===== src/rtl/conv_seq_pkg.sv =====
// rtl/conv_seq_pkg.sv - shared types and constants for the conv layer sequencer
package conv_seq_pkg;

   localparam int OC_MAX_DEF = 16;
   localparam int IC_MAX_DEF = 8;
   localparam int PERF_W     = 32;

   typedef enum logic [2:0] {
      IDLE,
      LOAD,
      CONV,
      CONV_WAIT,
      POOL,
      POOL_WAIT,
      NEXT_OC,
      DONE
   } seq_state_t;

   // Counter width for a channel count; a single channel still needs one bit
   function automatic int clog2_min1(input int n);
      return (n > 1) ? $clog2(n) : 1;
   endfunction

endpackage


===== src/rtl/seq_loop_counter.sv =====
// rtl/seq_loop_counter.sv - loop index counter that stops at a run-time maximum
module seq_loop_counter #(
   parameter int W = 4
) (
   input  logic         clk,
   input  logic         rst_n,
   input  logic         clr,
   input  logic         inc,
   input  logic [W-1:0] max,
   output logic [W-1:0] count,
   output logic         at_max
);

   logic [W-1:0] r_count;

   assign at_max = (r_count == max);
   assign count  = r_count;

   // Clear wins over increment; increment is refused at the limit so the index never wraps
   always_ff @(posedge clk or negedge rst_n) begin
      if (!rst_n) begin
         r_count <= '0;
      end else if (clr) begin
         r_count <= '0;
      end else if (inc && !at_max) begin
         r_count <= r_count + 1'b1;
      end
   end

endmodule


===== src/rtl/conv_layer_sequencer.sv =====
// rtl/conv_layer_sequencer.sv - out/in channel loop controller for one conv layer; CONV_SEQ_PERF_EN enables cycle_count
module conv_layer_sequencer
   import conv_seq_pkg::*;
#(
   parameter int OC_MAX = OC_MAX_DEF,
   parameter int IC_MAX = IC_MAX_DEF,
   parameter int OC_W   = clog2_min1(OC_MAX),
   parameter int IC_W   = clog2_min1(IC_MAX)
) (
   input  logic              clk,
   input  logic              rst_n,
   input  logic              start,
   input  logic              abort,
   input  logic [OC_W-1:0]   cfg_oc_m1,
   input  logic [IC_W-1:0]   cfg_ic_m1,
   input  logic              cfg_pool_en,
   output logic              load_req,
   input  logic              load_ack,
   output logic              conv_start,
   input  logic              conv_done,
   output logic              pool_start,
   input  logic              pool_done,
   output logic [OC_W-1:0]   out_c,
   output logic [IC_W-1:0]   in_c,
   output logic              first_write,
   output logic              last_in_c,
   output logic              busy,
   output logic              done,
   output logic [PERF_W-1:0] cycle_count
);

   seq_state_t      r_state;
   logic [OC_W-1:0] r_oc_m1;
   logic [IC_W-1:0] r_ic_m1;
   logic            r_pool_en;
   logic            r_load_req;
   logic            r_conv_start;
   logic            r_pool_start;
   logic            r_busy;
   logic            r_done;

   logic [OC_W-1:0] w_oc_clamped;
   logic [IC_W-1:0] w_ic_clamped;
   logic [OC_W-1:0] w_out_c;
   logic [IC_W-1:0] w_in_c;
   logic            w_oc_at_max;
   logic            w_ic_at_max;
   logic            w_accept;
   logic            w_abort;
   logic            w_oc_inc;
   logic            w_ic_inc;
   logic            w_ic_clr;

   // Widths only bound the maximum when the maxima are powers of two; clamp covers the rest
   assign w_oc_clamped = (32'(cfg_oc_m1) > 32'(OC_MAX - 1)) ? OC_W'(OC_MAX - 1) : cfg_oc_m1;
   assign w_ic_clamped = (32'(cfg_ic_m1) > 32'(IC_MAX - 1)) ? IC_W'(IC_MAX - 1) : cfg_ic_m1;

   assign w_abort  = abort && (r_state != IDLE);
   assign w_accept = (r_state == IDLE) && start && !abort;
   assign w_oc_inc = (r_state == NEXT_OC) && !w_oc_at_max && !w_abort;
   assign w_ic_clr = w_accept || w_oc_inc;
   assign w_ic_inc = (r_state == CONV_WAIT) && conv_done && !w_ic_at_max && !w_abort;

   seq_loop_counter #(.W(OC_W)) u_oc_cnt (
      .clk    (clk),
      .rst_n  (rst_n),
      .clr    (w_accept),
      .inc    (w_oc_inc),
      .max    (r_oc_m1),
      .count  (w_out_c),
      .at_max (w_oc_at_max)
   );

   seq_loop_counter #(.W(IC_W)) u_ic_cnt (
      .clk    (clk),
      .rst_n  (rst_n),
      .clr    (w_ic_clr),
      .inc    (w_ic_inc),
      .max    (r_ic_m1),
      .count  (w_in_c),
      .at_max (w_ic_at_max)
   );

   // Sequencer FSM; strobes are registered on entry to the state they belong to
   always_ff @(posedge clk or negedge rst_n) begin
      if (!rst_n) begin
         r_state      <= IDLE;
         r_oc_m1      <= '0;
         r_ic_m1      <= '0;
         r_pool_en    <= 1'b0;
         r_load_req   <= 1'b0;
         r_conv_start <= 1'b0;
         r_pool_start <= 1'b0;
         r_busy       <= 1'b0;
         r_done       <= 1'b0;
      end else begin
         r_conv_start <= 1'b0;
         r_pool_start <= 1'b0;
         r_done       <= 1'b0;
         if (w_abort) begin
            r_state    <= IDLE;
            r_load_req <= 1'b0;
            r_busy     <= 1'b0;
         end else begin
            case (r_state)
               IDLE: begin
                  if (w_accept) begin
                     r_oc_m1    <= w_oc_clamped;
                     r_ic_m1    <= w_ic_clamped;
                     r_pool_en  <= cfg_pool_en;
                     r_load_req <= 1'b1;
                     r_busy     <= 1'b1;
                     r_state    <= LOAD;
                  end
               end
               LOAD: begin
                  if (load_ack) begin
                     r_load_req   <= 1'b0;
                     r_conv_start <= 1'b1;
                     r_state      <= CONV;
                  end
               end
               CONV: begin
                  r_state <= CONV_WAIT;
               end
               CONV_WAIT: begin
                  if (conv_done) begin
                     if (!w_ic_at_max) begin
                        r_load_req <= 1'b1;
                        r_state    <= LOAD;
                     end else if (r_pool_en) begin
                        r_pool_start <= 1'b1;
                        r_state      <= POOL;
                     end else begin
                        r_state <= NEXT_OC;
                     end
                  end
               end
               POOL: begin
                  r_state <= POOL_WAIT;
               end
               POOL_WAIT: begin
                  if (pool_done) begin
                     r_state <= NEXT_OC;
                  end
               end
               NEXT_OC: begin
                  if (w_oc_at_max) begin
                     r_done  <= 1'b1;
                     r_state <= DONE;
                  end else begin
                     r_load_req <= 1'b1;
                     r_state    <= LOAD;
                  end
               end
               DONE: begin
                  r_busy  <= 1'b0;
                  r_state <= IDLE;
               end
               default: begin
                  r_state <= IDLE;
               end
            endcase
         end
      end
   end

   assign load_req    = r_load_req;
   assign conv_start  = r_conv_start;
   assign pool_start  = r_pool_start;
   assign busy        = r_busy;
   assign done        = r_done;
   assign out_c       = w_out_c;
   assign in_c        = w_in_c;
   assign first_write = (w_in_c == '0);
   assign last_in_c   = w_ic_at_max;

`ifdef CONV_SEQ_PERF_EN
   logic [PERF_W-1:0] r_cycle_count;

   // Busy-cycle counter: restarts on accept, saturates, holds while idle
   always_ff @(posedge clk or negedge rst_n) begin
      if (!rst_n) begin
         r_cycle_count <= '0;
      end else if (w_accept) begin
         r_cycle_count <= '0;
      end else if (r_busy && (r_cycle_count != '1)) begin
         r_cycle_count <= r_cycle_count + 1'b1;
      end
   end

   assign cycle_count = r_cycle_count;
`else
   assign cycle_count = '0;
`endif

endmodule


===== config.mk =====
export PLATFORM = sky130hd
export DESIGN_NAME = conv_layer_sequencer
export DESIGN_NICKNAME = d
export VERILOG_FILES = /design/src/rtl/conv_seq_pkg.sv /design/src/rtl/seq_loop_counter.sv /design/src/rtl/conv_layer_sequencer.sv
export SDC_FILE = /design/constraint.sdc
export NUM_CORES = 1
export LEC_CHECK = 0
export ABC_CLOCK_PERIOD_IN_PS = 3250
export CAP_MARGIN = 25
export CORE_ASPECT_RATIO = 1.75
export CORE_MARGIN = 5
export CORE_UTILIZATION = 44
export CTS_BUF_LIST = sky130_fd_sc_hd__clkbuf_16
export CTS_CLUSTER_DIAMETER = 40
export DETAILED_ROUTE_END_ITERATION = 16
export PLACE_DENSITY_LB_ADDON = 0.3
export SYNTH_ARGS = -nofsm -noshare
export SYNTH_HDL_FRONTEND = slang
export SYNTH_HIERARCHICAL = 1
export SYNTH_SLANG_ARGS = --single-unit
export TNS_END_PERCENT = 20

===== constraint.sdc =====
create_clock -name clk -period 3.25 [get_ports clk]
set_clock_uncertainty 0.05 [all_clocks]
set_input_delay 0.8125 -clock clk [delete_from_list [all_inputs] [get_ports clk]]
set_output_delay 0.8125 -clock clk [all_outputs]
set_load 0.1 [all_outputs]

==> results of run 1 <==
[state kept, by name (all words and copies together) (netlist names)]
register	flops
busy	1
conv_start	1
done	1
load_req	1
pool_start	1
r_ic_m1	3
r_oc_m1	4
r_pool_en	1
r_state	3
u_ic_cnt/count	3
u_oc_cnt/count	4
[layout make-up]
type	count	area share
clock buffers	3	0.0401
clock inverters	1	0.00201
inverters	4	0.00802
multi-input cells	128	0.465
flip-flops and latches	23	0.307
well taps	46	0.0307
repair buffers	32	0.147
[power by group through the flow]
| stage | registers [mW] | logic, mW | clock network (mW) |
|---|---|---|---|
| detailed placement | 0.525 | 1.14 | 0 |
| CTS | 0.519 | 1.14 | 0.266 |
| floorplan | 0.702 | 0.790 | 0 |
| global placement | 0.521 | 1.12 | 0 |
| global route | 0.536 | 1.20 | 0.278 |
| finish | 0.519 | 1.14 | 0.260 |
[worst max path at each step]
stage | endpoint | from | slack, ns
2_1_floorplan | first_write | u_ic_cnt/count[0] | 0.23
3_3_place_gp | u_ic_cnt/count[0] | abort | 0.48
3_5_place_dp | u_ic_cnt/count[0] | abort | 0.40
4_1_cts | u_ic_cnt/count[0] | u_oc_cnt/count[0] | 0.62
5_1_grt | u_ic_cnt/count[0] | u_oc_cnt/count[0] | 0.42
6_report | u_ic_cnt/count[0] | u_oc_cnt/count[0] | 0.59
[per-layer routing]
| layer | share of wire | up-vias | wire, um | global-route usage |
|---|---|---|---|---|
| met1 | 0.37 | 557 | 1200 | 0.131 |
| met3 | 0.069 | 4 | 225 | 0.0301 |
| li1 | - | 554 | - | - |
| met2 | 0.55 | 46 | 1800 | 0.236 |
| met4 | 0.012 | 0 | 38 | 0.0548 |
| met5 | 0 | - | 0 | 0 |
[cells in the mapped netlist, drive strengths merged, types with 2 or more instances]
cell | n | area (um^2)
a21oi | 8 | 40.0
and3 | 4 | 26.3
and4 | 3 | 26.3
buf | 36 | 267
dfrtp | 23 | 576
ha | 2 | 25.0
inv | 4 | 15.0
mux2 | 10 | 116
mux2i | 3 | 30.0
nand2 | 7 | 26.3
nand2b | 4 | 25.0
nand3 | 6 | 35.0
nor2 | 10 | 40.0
nor2b | 3 | 23.8
nor3 | 3 | 15.0
nor4 | 2 | 12.5
o21ai | 3 | 15.0
or2 | 2 | 12.5
or3 | 3 | 18.8
xnor2 | 3 | 41.3
xor2 | 5 | 58.8
[logic make-up after synthesis]
kind of cell,after synthesis,share of synthesized area
other cells,1,0.00234
mux,13,0.0912
compound gates,22,0.110
buf+inv,40,0.175
fa+ha+maj,2,0.0156
simple gates,51,0.185
xor+xnor,8,0.0624
flops,23,0.359
==> flow_summary.ini, run 1 <==
[synth]
async_reset_ff_frac = 1.00
yosysSeqAreaShare = 0.359
synth_cells = 160
yosys_warnings = 6
syn_area_per_cell_um2 = 10.0
syn_area_mm2 = 0.00161
synth_edf_count = 0
ys_types = 47
ys_ff_latch = 23
ys.flop_type = dfrtp_1

[run]
drv_cap = 0

[hold_path]
worst_hold_path.num_cells = 1
hold_class = flip-flop to flip-flop
holdPathEnd = load_req
hold_start = load_req

[die]
die_x_um = 55.7
start_util = 0.447
die-area_mm2 = 0.00500
num_rows = 29
io_pins = 61
core_mm2 = 0.00359
die_h_um = 89.9

[route]
drt-initial-drc-count = 21
via_per_inst = 4.90
dr.pass1.iters = 4
ant_nets = 0
drt_drc_violations_left = 0
drt-total-wl_um = 3270
via_count = 1161
wl_per_cell_um = 13.8

[worst_setup_path]
crit_type = flip-flop to flip-flop
crit_path_cell_trace = xor2_2 > nor4_1 > nor4_1 > or2_2 > or3b_2 > o2bb2ai_1 > or3_1
reg2regPathDepth = 7
cp_slowest_cell = nor4_1
cp_top_family = simple AND/OR/NAND/NOR gates
timing.rr.end = u_ic_cnt/count[0]
critPathRequiredTime_ns = 3.39
end_kind = flip-flop
r2r_start = u_oc_cnt/count[0]
worstSetupStartpointType = flip-flop
cp_slowest_stage_delay_ns = 0.57
crit_cells = 7
crit_path_max_fanout = 5
path_buf_inv = 0
r2r_slack_ns = 0.59
crit_top_cell = nor4_1
worst_ep_arrival_time_ns = 2.80

[final_layout]
syn_to_final_growth_pct = 16.6
layout_commonest_cell = conb_1
mostFrequentLayoutCells = conb_1, dfrtp_1, buf_4
fin_cells = 237
fin_util = 0.521
n_fill_cell = 324
drive_gt1_frac = 0.246
num_antenna_cells = 0
fin_nets = 209
multi_input_area_um2 = 870
ff_latch_area_um2 = 576
postLayoutCellArea_mm2 = 0.00187

[global_route]
grt_pass1_vias = 1168
overflow = 0
antenna_found_initial = 0
grt.total_usage = 0.127
grt_max_degree = 24
grt_pass1_wl_um = 5250

[timing]
post-route-period-util = 0.818
finalSetupViolCount = 0
max-slew-margin-rel = 0.586
fmax_mhz = 376
drv_slew = 0
hold_slack_ns = 0.463
hold_viol = 0
finalCriticalPeriod_ns = 2.66
tightest_slew_ns = 0.615
final.setup.tns_ns = 0
layout_setup_ws_ns = 0.591
rsz0062_at_grt = false

[cts]
htreeDepth = 1
clk_pin_slew_ns = 0.06
clk_path_buf_depth = 2
cts_setup_buffers = 0
cts_num_sinks = 23
cts-root-buf = clkbuf_16
cts_hold_buf = 0
cts_resized = 0
cts_tree = yes
cts_buffers = 3
clkLatencyLatePin_ns = 0.25

[pwr]
total_power_mw = 1.92
p_int_mw = 0.887
leakage_nw = 0.899
comb_power_share = 0.594
p_sw_frac = 0.537
p_seq_frac = 0.271
vdd_drop_max_v = 0.000497
p_sw_mw = 1.03
p_clk_frac = 0.135
powerDensity_mw_per_mm2 = 1020

[placement]
dp_hpwl_um = 2620
dpl_worst_slack_ns = 0.402
portBuffers = 28
post_dp_cell_area_mm2 = 0.00179
placed_cells = 233
gp_congestion = 0.911

[outcome]
status = completed
(Power assumes the default switching activity.)
==> run 2, diff against run 1 <==
--- a/config.mk
+++ b/config.mk
@@ -5,11 +5,11 @@
 export SDC_FILE = /design/constraint.sdc
 export NUM_CORES = 1
 export LEC_CHECK = 0
-export ABC_CLOCK_PERIOD_IN_PS = 3250
+export ABC_CLOCK_PERIOD_IN_PS = 2280
 export CAP_MARGIN = 25
 export CORE_ASPECT_RATIO = 1.75
 export CORE_MARGIN = 5
-export CORE_UTILIZATION = 44
+export CORE_UTILIZATION = 40
 export CTS_BUF_LIST = sky130_fd_sc_hd__clkbuf_16
 export CTS_CLUSTER_DIAMETER = 40
 export DETAILED_ROUTE_END_ITERATION = 16
==> constraint.sdc (replaced) <==
create_clock -name clk -period 2.28 [get_ports clk]
set_clock_uncertainty 0.05 [all_clocks]
set_input_delay 0.57 -clock clk [delete_from_list [all_inputs] [get_ports clk]]
set_output_delay 0.57 -clock clk [all_outputs]
set_load 0.1 [all_outputs]
==> run 2 against run 1 <==
  * Sequential share of layout area fell by 2.6 points
  * Clock power rose by 45%
  * Setup slack got worse by 0.52 ns
  * Routed wire length rose by 13%
  * Core utilization rose by 3.2 points
  * Design area rose by 14%
  * Hold slack improved by 0.020 ns
  * Global-route usage rose by 1.1 points
  * Fmax rose by 20%
  * Clock-buffer cell count did not move
  * Critical endpoint is now load_req
==> flow_summary.ini, run 2 (same netlist as run 1, synthesis figures left out) <==
[outcome]
status = completed

[route]
wl_per_cell_um = 14.5
via_count = 1256
dr.pass1.iters = 6
via_per_inst = 4.94
ant_nets = 0
drt-initial-drc-count = 28
drt_drc_violations_left = 0
drt-total-wl_um = 3690

[final_layout]
fin_util = 0.553
mostFrequentLayoutCells = conb_1, buf_4, dfrtp_1
fin_nets = 224
syn_to_final_growth_pct = 33.2
drive_gt1_frac = 0.369
num_antenna_cells = 0
fin_cells = 254
layout_commonest_cell = conb_1

[cts]
clkLatencyLatePin_ns = 0.26
cts-root-buf = clkbuf_16
cts_hold_buf = 0
clk_pin_slew_ns = 0.06
cts_num_sinks = 23
clk_path_buf_depth = 2
cts_buffers = 3
cts_tree = yes
htreeDepth = 1

[pwr]
leakage_nw = 0.982
vdd_drop_max_v = 0.00112
total_power_mw = 3.08
powerDensity_mw_per_mm2 = 1440

[global_route]
grt_max_degree = 24
overflow = 0
antenna_found_initial = 0
grt_pass1_vias = 1266
grt.total_usage = 0.138
grt_pass1_wl_um = 5990

[worst_setup_path]
timing.rr.end = load_req
reg2regPathDepth = 7
r2r_slack_ns = 0.07
worstSetupStartpointType = flip-flop
end_kind = flip-flop
r2r_start = u_oc_cnt/count[0]
worst_ep_arrival_time_ns = 2.31
startpoint = u_oc_cnt/count[0]
crit_type = flip-flop to flip-flop
crit_path_max_fanout = 3
critPathRequiredTime_ns = 2.38
endpoint = load_req

[die]
start_util = 0.415
die_x_um = 57.9
die_h_um = 93.8
die-area_mm2 = 0.00543
core_mm2 = 0.00387
num_rows = 30
io_pins = 61

[timing]
fmax_mhz = 452
hold_viol = 0
drv_slew = 0
finalCriticalPeriod_ns = 2.21
final.setup.tns_ns = 0
post-route-period-util = 0.971
finalSetupViolCount = 0

[placement]
dp_hpwl_um = 2910
portBuffers = 28
gp_congestion = 0.879
placed_cells = 245

[run]
drv_cap = 0

[hold_path]
hold_class = flip-flop to flip-flop
-- run 2: changes by cell type in the layout (fill, tap and decap cells not counted), sizes merged --
cell    before  now
buf         18   33
inv          5    4
clkinv       0    1
-- run 2: per-stage QoR --
step	setup slack, ns	hold slack [ns]	area, um^2
floorplan	-0.239	0.224	1840
global placement	-0.123	0.457	2010
detailed placement	-0.246	0.464	2010
CTS	0.0150	0.483	2090
global route	-0.0340	0.501	2140
finish	0.0669	0.482	2140
-- run 2: how the worst min path moves through the flow --
stage                   start          to  slack [ns]  cells past startpoint
finish              r_pool_en  pool_start        0.48                      2
global route        r_pool_en  pool_start        0.50                      2
detailed placement   load_req    load_req        0.46                      1
global placement     load_req    load_req        0.46                      1
floorplan               rst_n        busy        0.22                      0
CTS                 r_pool_en  pool_start        0.48                      2
-- run 2: what timing repair did --
action                     in CTS  in global routing
setup buffers                   0                  5
setup endpoints to repair       0                  3
gates resized for setup         0                  3
-- run 2: layout make-up --
class / count / area (um^2)
well taps: 48 / 60.1
clock inverters: 1 / 5.00
multi-input cells: 128 / 968
flip-flops and latches: 23 / 602
inverters: 4 / 15.0
clock buffers: 3 / 75.1
fillers: 334 / 1730
repair buffers: 47 / 413
-- run 2: worst max-delay path, stage by stage (launching register included) --
cell and delay [ns]:
dfrtp_4 0.50, xor2_2 0.22, nor4_4 0.39, buf_4 0.18
buf_4 0.10, nor3_1 0.05, o311ai_2 0.29, mux2_4 0.32
-- run 2: report_power, final --
part / internal [mW] / switching (mW) / total (mW)
sequential: 0.563 / 0.186 / 0.749
clock: 0.236 / 0.142 / 0.377
combinational: 0.679 / 1.28 / 1.96
-- run 2: layer usage --
layer | GRT usage | routed length (um) | up-vias
met3 | 0.0193 | 198 | 4
li1 | - | - | 586
met5 | 0 | 0 | -
met1 | 0.153 | 1350 | 616
met4 | 0.0348 | 35 | 0
met2 | 0.265 | 2100 | 50
==> run 3, diff against run 2 <==
--- a/config.mk
+++ b/config.mk
@@ -5,7 +5,6 @@
 export SDC_FILE = /design/constraint.sdc
 export NUM_CORES = 1
 export LEC_CHECK = 0
-export ABC_CLOCK_PERIOD_IN_PS = 2280
 export CAP_MARGIN = 25
 export CORE_ASPECT_RATIO = 1.75
 export CORE_MARGIN = 5
==> results of run 3 <==
Same layout as run 2: the final DEF is identical, and so are final timing and power.
